File: config.mk
export PLATFORM = sky130hd
export DESIGN_NAME = muldiv_sequencer
export DESIGN_NICKNAME = d
export VERILOG_FILES = /design/src/rtl/muldiv_sequencer.sv
export SDC_FILE = /design/constraint.sdc
export NUM_CORES = 1
export LEC_CHECK = 0
export CORE_UTILIZATION = 35
export CTS_CLUSTER_SIZE = 40
export DETAILED_ROUTE_END_ITERATION = 7
export GPL_ROUTABILITY_DRIVEN = 0
export PLACE_DENSITY = 0.52
export SLEW_MARGIN = 20
export SYNTH_ARGS = -nofsm -noshare
export SYNTH_HDL_FRONTEND = slang
export SYNTH_SLANG_ARGS = --single-unit
File: constraint.sdc
create_clock -name Clk -period 6.2 [get_ports Clk]
set_input_delay 1.24 -clock Clk [delete_from_list [all_inputs] [get_ports Clk]]
set_output_delay 1.24 -clock Clk [all_outputs]
set_load 0.01 [all_outputs]
File: src/rtl/muldiv_sequencer.sv
// muldiv_sequencer: iterative MULT/MULTU/DIV/DIVU sequencer owning the HI/LO registers.
// Latency: Done WIDTH+1 cycles after the Start cycle (1 cycle for divide-by-zero).
// Stall is raised only in RUN, when the pipeline touches HI/LO or issues another op.
// Ports: Clk/Rst (async active-low); Start/Op/A/B issue; Flush abort; ReadHiLo/WriteHi/
//        WriteLo/WrData for MFHI/MFLO/MTHI/MTLO; Busy/Stall/Done status; Hi/Lo registers.
// Optional: `define MULDIV_EARLY_TERM_EN finishes a multiply once the remaining
//           multiplier bits are all zero.
module muldiv_sequencer #(
  parameter int WIDTH = 32
) (
  input  logic             Clk,
  input  logic             Rst,
  input  logic             Start,
  input  logic [1:0]       Op,
  input  logic [WIDTH-1:0] A,
  input  logic [WIDTH-1:0] B,
  input  logic             Flush,
  input  logic             ReadHiLo,
  input  logic             WriteHi,
  input  logic             WriteLo,
  input  logic [WIDTH-1:0] WrData,
  output logic             Busy,
  output logic             Stall,
  output logic             Done,
  output logic [WIDTH-1:0] Hi,
  output logic [WIDTH-1:0] Lo
);

  localparam int CW = $clog2(WIDTH + 1);

  typedef enum logic [1:0] {
    S_IDLE = 2'd0,
    S_RUN  = 2'd1,
    S_DONE = 2'd2
  } state_t;

  state_t           state, state_nxt;
  logic [CW-1:0]    cnt;
  logic             is_div, neg_q, neg_r;
  // opnd holds the multiplicand or divisor magnitude; work_hi/work_lo form the
  // shifting accumulator pair (product halves, or remainder/quotient).
  logic [WIDTH-1:0] opnd, work_hi, work_lo, hi_q, lo_q;

  // Issue decode
  logic             start_ok, div_zero, is_signed, a_neg, b_neg;
  logic [WIDTH-1:0] a_mag, b_mag;

  assign start_ok  = Start & ~Flush & (state != S_RUN);
  assign div_zero  = Op[1] & (B == '0);
  assign is_signed = ~Op[0];
  assign a_neg     = is_signed & A[WIDTH-1];
  assign b_neg     = is_signed & B[WIDTH-1];
  assign a_mag     = a_neg ? -A : A;
  assign b_mag     = b_neg ? -B : B;

  // One iteration of the shared datapath
  logic [WIDTH:0]   mul_sum, div_trial;
  logic [WIDTH-1:0] it_hi, it_lo;

  always_comb begin
    mul_sum   = {1'b0, work_hi} + (work_lo[0] ? {1'b0, opnd} : '0);
    // Partial remainder is always below the divisor, so the (WIDTH+1)-bit
    // difference's top bit is a clean borrow flag.
    div_trial = {work_hi, work_lo[WIDTH-1]} - {1'b0, opnd};
    it_hi     = mul_sum[WIDTH:1];
    it_lo     = {mul_sum[0], work_lo[WIDTH-1:1]};
    if (is_div) begin
      if (div_trial[WIDTH]) begin
        it_hi = {work_hi[WIDTH-2:0], work_lo[WIDTH-1]};
        it_lo = {work_lo[WIDTH-2:0], 1'b0};
      end else begin
        it_hi = div_trial[WIDTH-1:0];
        it_lo = {work_lo[WIDTH-2:0], 1'b1};
      end
    end
  end

  logic               last_iter, finish;
  logic [2*WIDTH-1:0] prod_al, prod_fin;
  logic [WIDTH-1:0]   quo_fin, rem_fin;

  assign last_iter = (cnt == CW'(1));

`ifdef MULDIV_EARLY_TERM_EN
  // The low 'remain' bits of it_lo are the multiplier bits not yet consumed;
  // once they are all zero every later step is a plain shift, done here at once.
  logic [CW-1:0]    remain;
  logic [WIDTH-1:0] pend_mask;
  assign remain    = cnt - CW'(1);
  assign pend_mask = ~({WIDTH{1'b1}} << remain);
  assign finish    = last_iter | (~is_div & ((it_lo & pend_mask) == '0));
  assign prod_al   = {it_hi, it_lo} >> remain;
`else
  assign finish    = last_iter;
  assign prod_al   = {it_hi, it_lo};
`endif

  assign prod_fin = neg_q ? -prod_al : prod_al;
  assign quo_fin  = neg_q ? -it_lo : it_lo;
  assign rem_fin  = neg_r ? -it_hi : it_hi;

  // FSM
  always_ff @(posedge Clk or negedge Rst) begin
    if (!Rst) state <= S_IDLE;
    else      state <= state_nxt;
  end

  always_comb begin
    state_nxt = S_IDLE;
    case (state)
      S_RUN: begin
        if (Flush)       state_nxt = S_IDLE;
        else if (finish) state_nxt = S_DONE;
        else             state_nxt = S_RUN;
      end
      default: begin
        if (start_ok) state_nxt = div_zero ? S_DONE : S_RUN;
      end
    endcase
  end

  // Datapath and HI/LO
  always_ff @(posedge Clk or negedge Rst) begin
    if (!Rst) begin
      cnt     <= '0;
      is_div  <= 1'b0;
      neg_q   <= 1'b0;
      neg_r   <= 1'b0;
      opnd    <= '0;
      work_hi <= '0;
      work_lo <= '0;
      hi_q    <= '0;
      lo_q    <= '0;
    end else if (state == S_RUN) begin
      // MT* and Start are stalled here and have no effect.
      if (!Flush) begin
        cnt     <= cnt - CW'(1);
        work_hi <= it_hi;
        work_lo <= it_lo;
        if (finish) begin
          if (is_div) begin
            hi_q <= rem_fin;
            lo_q <= quo_fin;
          end else begin
            hi_q <= prod_fin[2*WIDTH-1:WIDTH];
            lo_q <= prod_fin[WIDTH-1:0];
          end
        end
      end
    end else begin
      if (start_ok) begin
        is_div  <= Op[1];
        neg_q   <= a_neg ^ b_neg;
        neg_r   <= a_neg;
        cnt     <= CW'(WIDTH);
        work_hi <= '0;
        opnd    <= Op[1] ? b_mag : a_mag;
        work_lo <= Op[1] ? a_mag : b_mag;
      end
      if (start_ok & div_zero) begin
        hi_q <= A;
        lo_q <= '1;
      end else begin
        if (WriteHi) hi_q <= WrData;
        if (WriteLo) lo_q <= WrData;
      end
    end
  end

  assign Busy  = (state == S_RUN);
  assign Done  = (state == S_DONE);
  assign Stall = (state == S_RUN) & (ReadHiLo | Start | WriteHi | WriteLo);
  assign Hi    = hi_q;
  assign Lo    = lo_q;

endmodule

==> results_dict.tcl, run 1 <==
set metrics [dict create \
    status "complete, no violations" \
    relSlewSlack_pct 17.6 \
    leakage_nw 7.84 \
    cts.sinks 171 \
    grt_use_total_pct 29.9 \
    fin_cells 2877 \
    r2r_end "Hi[27]$_DFFE_PN0P_" \
    avgViaCountPerCell 5.96 \
    dpl.hpwl_um 55000 \
    async_reset_ff_share_pct 100 \
    worst_slack_ns 0.444 \
    startpoint_type "register" \
    clk_pin_slew_ns 0.07 \
    drive_above_1_share_pct 5.45 \
    hp-class "reg -> reg" \
    seq_area_frac_synth_pct 26.4 \
    path_max_fanout 20 \
    period_share_pct 92.8 \
    dp_cells 2845 \
    drc 0 \
    tightest_slew_ns 1.22 \
    ys_ff_latch 171 \
    yosys_warnings 0 \
    wl_per_cell_um 24.5 \
    cts.htree.levels 4 \
    cts_buffers 17 \
    overflow 0 \
    syn_nets 2351 \
    drtPass1Iterations 6 \
    clk_latency_ns 0.48 \
    final_common_cell "nand2_1" \
    vdd_drop_max_mv 0.212 \
    synth_top_area_share_pct 26.4 \
    drt_wl_total_um 70500 \
    regToRegSetupSlack_ns 0.44 \
    hold_viol_final 0 \
    die_width_um 217 \
    worst_hold_startpoint "Lo[3]$_DFFE_PN0P_" \
    post_cts_buffers 0 \
    fmax_ghz 0.174 \
    finalSetupViolCount 0 \
    synth_area_leaders "dfrtp_1 26%, o21ai_0 7.8%, nand2_1 6.7%" \
    clock_path_buffers 2 \
    final_cell_mix "291 x nand2_1, 250 x o21ai_0, 211 x nor2_1" \
    required_ns 6.54 \
    io_buffer_count 171 \
    rows 78 \
    timing.rr.start "work_lo[0]$_DFFE_PN0P_" \
    end_kind "register" \
    holdPathStages 1 \
    grt_max_degree 92 \
    io_pins 172 \
    synth_edf_count 0 \
    worstHoldEndpoint "Lo[3]$_DFFE_PN0P_" \
    grt_pass1_wl_um 105000 \
    cts_root_buf "clkbuf_16" \
    grt_pass1_vias 16200 \
    max-cap-violations 0 \
    critPathArrivalTime_ns 6.10 \
    die_area_mm2 0.0471 \
    antenna_found_initial 6 \
    clock_skew_ns 0.0180 \
    reg2reg_depth 16 \
    vias 17100 \
    rsz0062_at_grt "no" \
    core_area_mm2 0.0455 \
    antenna_left 0 \
    post-route-util_pct 41.8 \
    ys_types 97 \
    synth_ff_type "dfrtp_1" \
    synth_area_leader_cell "dfrtp_1" \
    initial_core_util_pct 35.6 \
    syn_area_mm2 0.0162 \
    final_nets 2441 \
    area_growth_pct 17.4 \
    finalSetupTns_ns 0 \
    cts_hold_buf 0 \
    drt_iter0_markers 1720 \
    die_h_um 217 \
    cts_tree "yes" \
    pre_cts_slack_ns 0.275 \
    min_period_ns 5.76 \
    total_power_mw 8.53 \
    ctsResizeCount 0 \
    syn-instance-count 2174 \
    synth_area_per_cell_um2 7.45 \
    slew_violations 0 \
    power_density_mw_per_mm2 449 \
    path_class "reg -> reg" \
]
## final cells by class
class	count	area, µm²
timing repair buffer	206	2000
clock inverter	10	119
sequential	171	4280
clock buffer	21	450
inverter	72	270
antenna	1	2.50
multi-input combinational	1796	11100
fill	4777	26500
tap	600	751
## logic make-up after synthesis
| family | share of synthesized area [%] |
|---|---|
| multiplexers | 2.70 |
| XOR/XNOR | 8.92 |
| adder cells (fa/ha/maj) | 5.66 |
| buffers and inverters | 5.08 |
| flip-flops | 26.4 |
| AND/OR/NAND/NOR | 22.4 |
| AO/OA/AOI/OAI | 28.8 |
## metrics by stage
stage / area, µm² / hold slack, ns
final: 19000 / 0.485
after global routing: 19000 / 0.516
after CTS: 19000 / 0.489
after detailed placement: 18400 / 0.469
after global placement: 18400 / 0.466
after floorplan: 16200 / 0.464
## metal layers
layer	vias up	global-route usage (%)	part of all wire, %
met5	-	0	0.055
met4	4	12.3	3.9
met2	712	47.4	46
met1	8279	40.5	44
li1	8027	-	-
met3	123	4.56	6.8
## how the worst max path moves through the flow
stage,startpoint,cells after the start,endpoint
final,work_lo[0]$_DFFE_PN0P_,16,Hi[27]$_DFFE_PN0P_
after global routing,work_lo[0]$_DFFE_PN0P_,16,Hi[27]$_DFFE_PN0P_
after CTS,work_lo[0]$_DFFE_PN0P_,16,Hi[27]$_DFFE_PN0P_
after detailed placement,B[0],16,Hi[17]$_DFFE_PN0P_
after global placement,B[0],16,Hi[17]$_DFFE_PN0P_
after floorplan,work_lo[31]$_DFFE_PN0P_,24,Hi[12]$_DFFE_PN0P_
## state kept, by name, indices dropped and copies added, names as in the netlist
| signal | cells |
|---|---|
| work_hi | 32 |
| cnt | 6 |
| Lo | 32 |
| state | 2 |
| Hi | 32 |
| neg_r | 1 |
| neg_q | 1 |
| is_div | 1 |
| work_lo | 32 |
| opnd | 32 |
## critical path: stages, from the launching register on
cell	delay, ns
dfrtp_1	0.66
and2_1	0.28
ha_1	0.20
fa_1	0.43
a211oi_1	0.31
o211ai_1	0.21
a311oi_1	0.73
o311ai_1	0.37
a31oi_1	0.26
mux2_2	0.35
a311oi_1	0.62
nor4_1	0.21
nand3_1	0.28
o41ai_2	0.15
xor2_1	0.18
a221oi_1	0.30
a21oi_2	0.09
## synth_stat cells (6+ instances only)
cell and number:
dfrtp_1 171, nand2_1 291, a221oi_1 12, a311oi_1 6, and2_1 40, mux2_2 6, a21o_1 39, o211ai_1 17
a31o_2 8, or2_2 6, nor3_1 44, xnor2_1 108, nor2_1 212, ha_1 70, o21a_1 9, nand3_1 54
nand2b_1 17, nor2b_1 10, o21ai_0 251, or3_1 19, or4_1 7, buf_2 20, nor3b_1 8, clkbuf_1 96
a22o_1 17, a211oi_1 41, nor4_1 15, xor2_1 57, o2111ai_1 7, o31ai_1 21, a31oi_1 28, nand4_1 19
a41oi_1 8, a21oi_1 187, o41ai_1 7, buf_1 15, mux2i_1 37, and3_1 11, inv_1 71
## power breakdown
group	leakage [nW]	switching, mW	total (mW)	internal [mW]
Combinational	5.44	3.43	5.49	2.06
Clock	0.270	0.512	1.11	0.602
Sequential	2.14	0.445	1.93	1.48
Total	7.84	4.39	8.53	4.14
Note: power is estimated with default switching activity, not from simulation.
==> run 2, diff against run 1 <==
CAP_MARGIN = 5   (was default)
==> results of run 2 <==
No change in the layout: final DEF, timing and power equal those of run 1.
==> run 3, diff against run 2 <==
PLACE_DENSITY = 0.57   (was 0.52)
SETUP_SLACK_MARGIN = 0.3   (was default)
==> run 3 against run 2 <==
Compared with the run above:
- routed wire length down 2.5%
- combinational power up 1%
- global-route usage down 0.84 points
- core utilization up 0.11 points
- cell count about the same
- highest routed layer is now met4
- clock skew about the same
==> results_dict.tcl, run 3 (synthesis gave the netlist of run 1 again) <==
set metrics [dict create \
    drt_iter0_markers 1986 \
    die_area_mm2 0.0471 \
    vias 17300 \
    antenna_found_initial 2 \
    drtPass1Iterations 7 \
    path_cells "and2_1, ha_1, fa_1, a211oi_1, o211ai_1, a311oi_2, o311ai_1, a31oi_1, mux2_2, a311oi_1, buf_4, nor4_1, nand3_1, o41ai_2, xor2_1, a221oi_1, a21oi_2" \
    core_area_mm2 0.0455 \
    tightest_slew_ns 1.19 \
    area_growth_pct 17.7 \
    crit_buf_inv 1 \
    pre_cts_slack_ns 0.653 \
    period_share_pct 88.4 \
    clk_pin_slew_ns 0.08 \
    startpoint_type "register" \
    dp_cells 2844 \
    cts.sinks 171 \
    fin_cells 2878 \
    slew_violations 0 \
    overflow 0 \
    critPathArrivalTime_ns 5.83 \
    final_common_cell "nand2_1" \
    vdd_drop_max_mv 0.236 \
    path_max_fanout 20 \
    finalSetupViolCount 0 \
    drive_above_1_share_pct 5.63 \
    leakage_nw 7.86 \
    rsz0062_at_grt "no" \
    cts_buffers 17 \
    avgViaCountPerCell 6.00 \
    fmax_ghz 0.183 \
    grt_use_total_pct 29.1 \
    cts.htree.levels 4 \
    final_cell_mix "291 x nand2_1, 250 x o21ai_0, 212 x nor2_1" \
    cts_hold_buf 0 \
    grt_pass1_vias 16500 \
    path_class "reg -> reg" \
    die_h_um 217 \
    hp-class "reg -> reg" \
    finalSetupTns_ns 0 \
    wl_per_cell_um 23.9 \
    cpPeakStageDelay_ns 0.79 \
    required_ns 6.56 \
    total_power_mw 8.65 \
    power_density_mw_per_mm2 454 \
    antenna_left 0 \
    rows 78 \
    relSlewSlack_pct 20.4 \
    final_nets 2440 \
    ctsResizeCount 0 \
    min_period_ns 5.48 \
    hold_viol_final 0 \
    initial_core_util_pct 35.6 \
    clk_latency_ns 0.48 \
    grt_pass1_wl_um 103000 \
    io_buffer_count 171 \
    max-cap-violations 0 \
    clock_skew_ns 0.0184 \
    drc 0 \
    die_width_um 217 \
    worst_slack_ns 0.722 \
    end_kind "register" \
    cts_tree "yes" \
    post_cts_buffers 0 \
    cts_root_buf "clkbuf_16" \
    grt_max_degree 83 \
    io_pins 172 \
    dpl.hpwl_um 53400 \
    slowest_stage "dfrtp_1" \
    crit_family "compound AO/OA/AOI/OAI gates" \
    drt_wl_total_um 68700 \
    status "complete, no violations" \
    clock_path_buffers 2 \
]
run 3: changes by cell type in the layout (fill, tap and decap cells not counted), moves of 2 or more:
cell      previous run  this run
clkbuf_1             3         1
inv_6                1         3
clkinv_2             2         0
diode_2              1         3
run 3: cell type report:
cell class                      instances  area [µm²]
Fill cell                            4711       26400
Multi-Input combinational cell       1796       11200
Sequential cell                       171        4280
Timing Repair Buffer                  205        1980
Tap cell                              600         751
Clock buffer                           20         457
Inverter                               72         270
Clock inverter                         11         160
Antenna cell                            3        7.51
run 3: path summary, 6_finish.rpt:
| kind | start | endpoint | slack (ns) | depth (start not counted) |
|---|---|---|---|---|
| max in group asynchronous | Rst | work_hi[10]$_DFFE_PN0P_ | 4.10 | 2 |
| worst min-delay path | Hi[8]$_DFFE_PN0P_ | Hi[8]$_DFFE_PN0P_ | 0.49 | 2 |
| worst max register to register | work_lo[0]$_DFFE_PN0P_ | Hi[27]$_DFFE_PN0P_ | 0.72 | 17 |
| worst max-delay path | work_lo[0]$_DFFE_PN0P_ | Hi[27]$_DFFE_PN0P_ | 0.72 | 17 |
| worst min register to register | Hi[8]$_DFFE_PN0P_ | Hi[8]$_DFFE_PN0P_ | 0.49 | 2 |
| min in group asynchronous | Rst | Hi[21]$_DFFE_PN0P_ | 0.83 | 1 |
run 3: metal layers:
layer	vias to the layer above	share of wire [%]	global-route usage [%]	wire length, µm
li1	8012	-	-	-
met1	8292	43	38.4	29300
met2	809	44	45.0	30400
met5	-	0	0	0
met3	161	8.0	6.04	5500
met4	0	5.0	14.2	3460
run 3: power breakdown:
part           leakage (nW)  switching (mW)  internal [mW]
combinational          5.43            3.49           2.06
sequential             2.14           0.423           1.48
clock                 0.296           0.529          0.661
total                  7.86            4.45           4.20
run 3: worst reg2reg max path, delay by kind of cell, from the launching register on:
kind                     cells  cell delay (ns)
AO/OA/AOI/OAI                9             2.46
XOR/XNOR                     1             0.12
buffers and inverters        1             0.21
flip-flops                   1             0.79
multiplexers                 1             0.25
AND/OR/NAND/NOR              3             1.13
adder cells (fa/ha/maj)      2             0.42
run 3: stage by stage:
step / utilization (%) / area [µm²] / hold WS (ns)
final: 41.9 / 19100 / 0.492
after global routing: 41.9 / 19100 / 0.506
after CTS: 41.9 / 19000 / 0.493
after detailed placement: 40.5 / 18400 / 0.474
after global placement: 40.5 / 18400 / 0.468
after floorplan: - / 16200 / 0.464
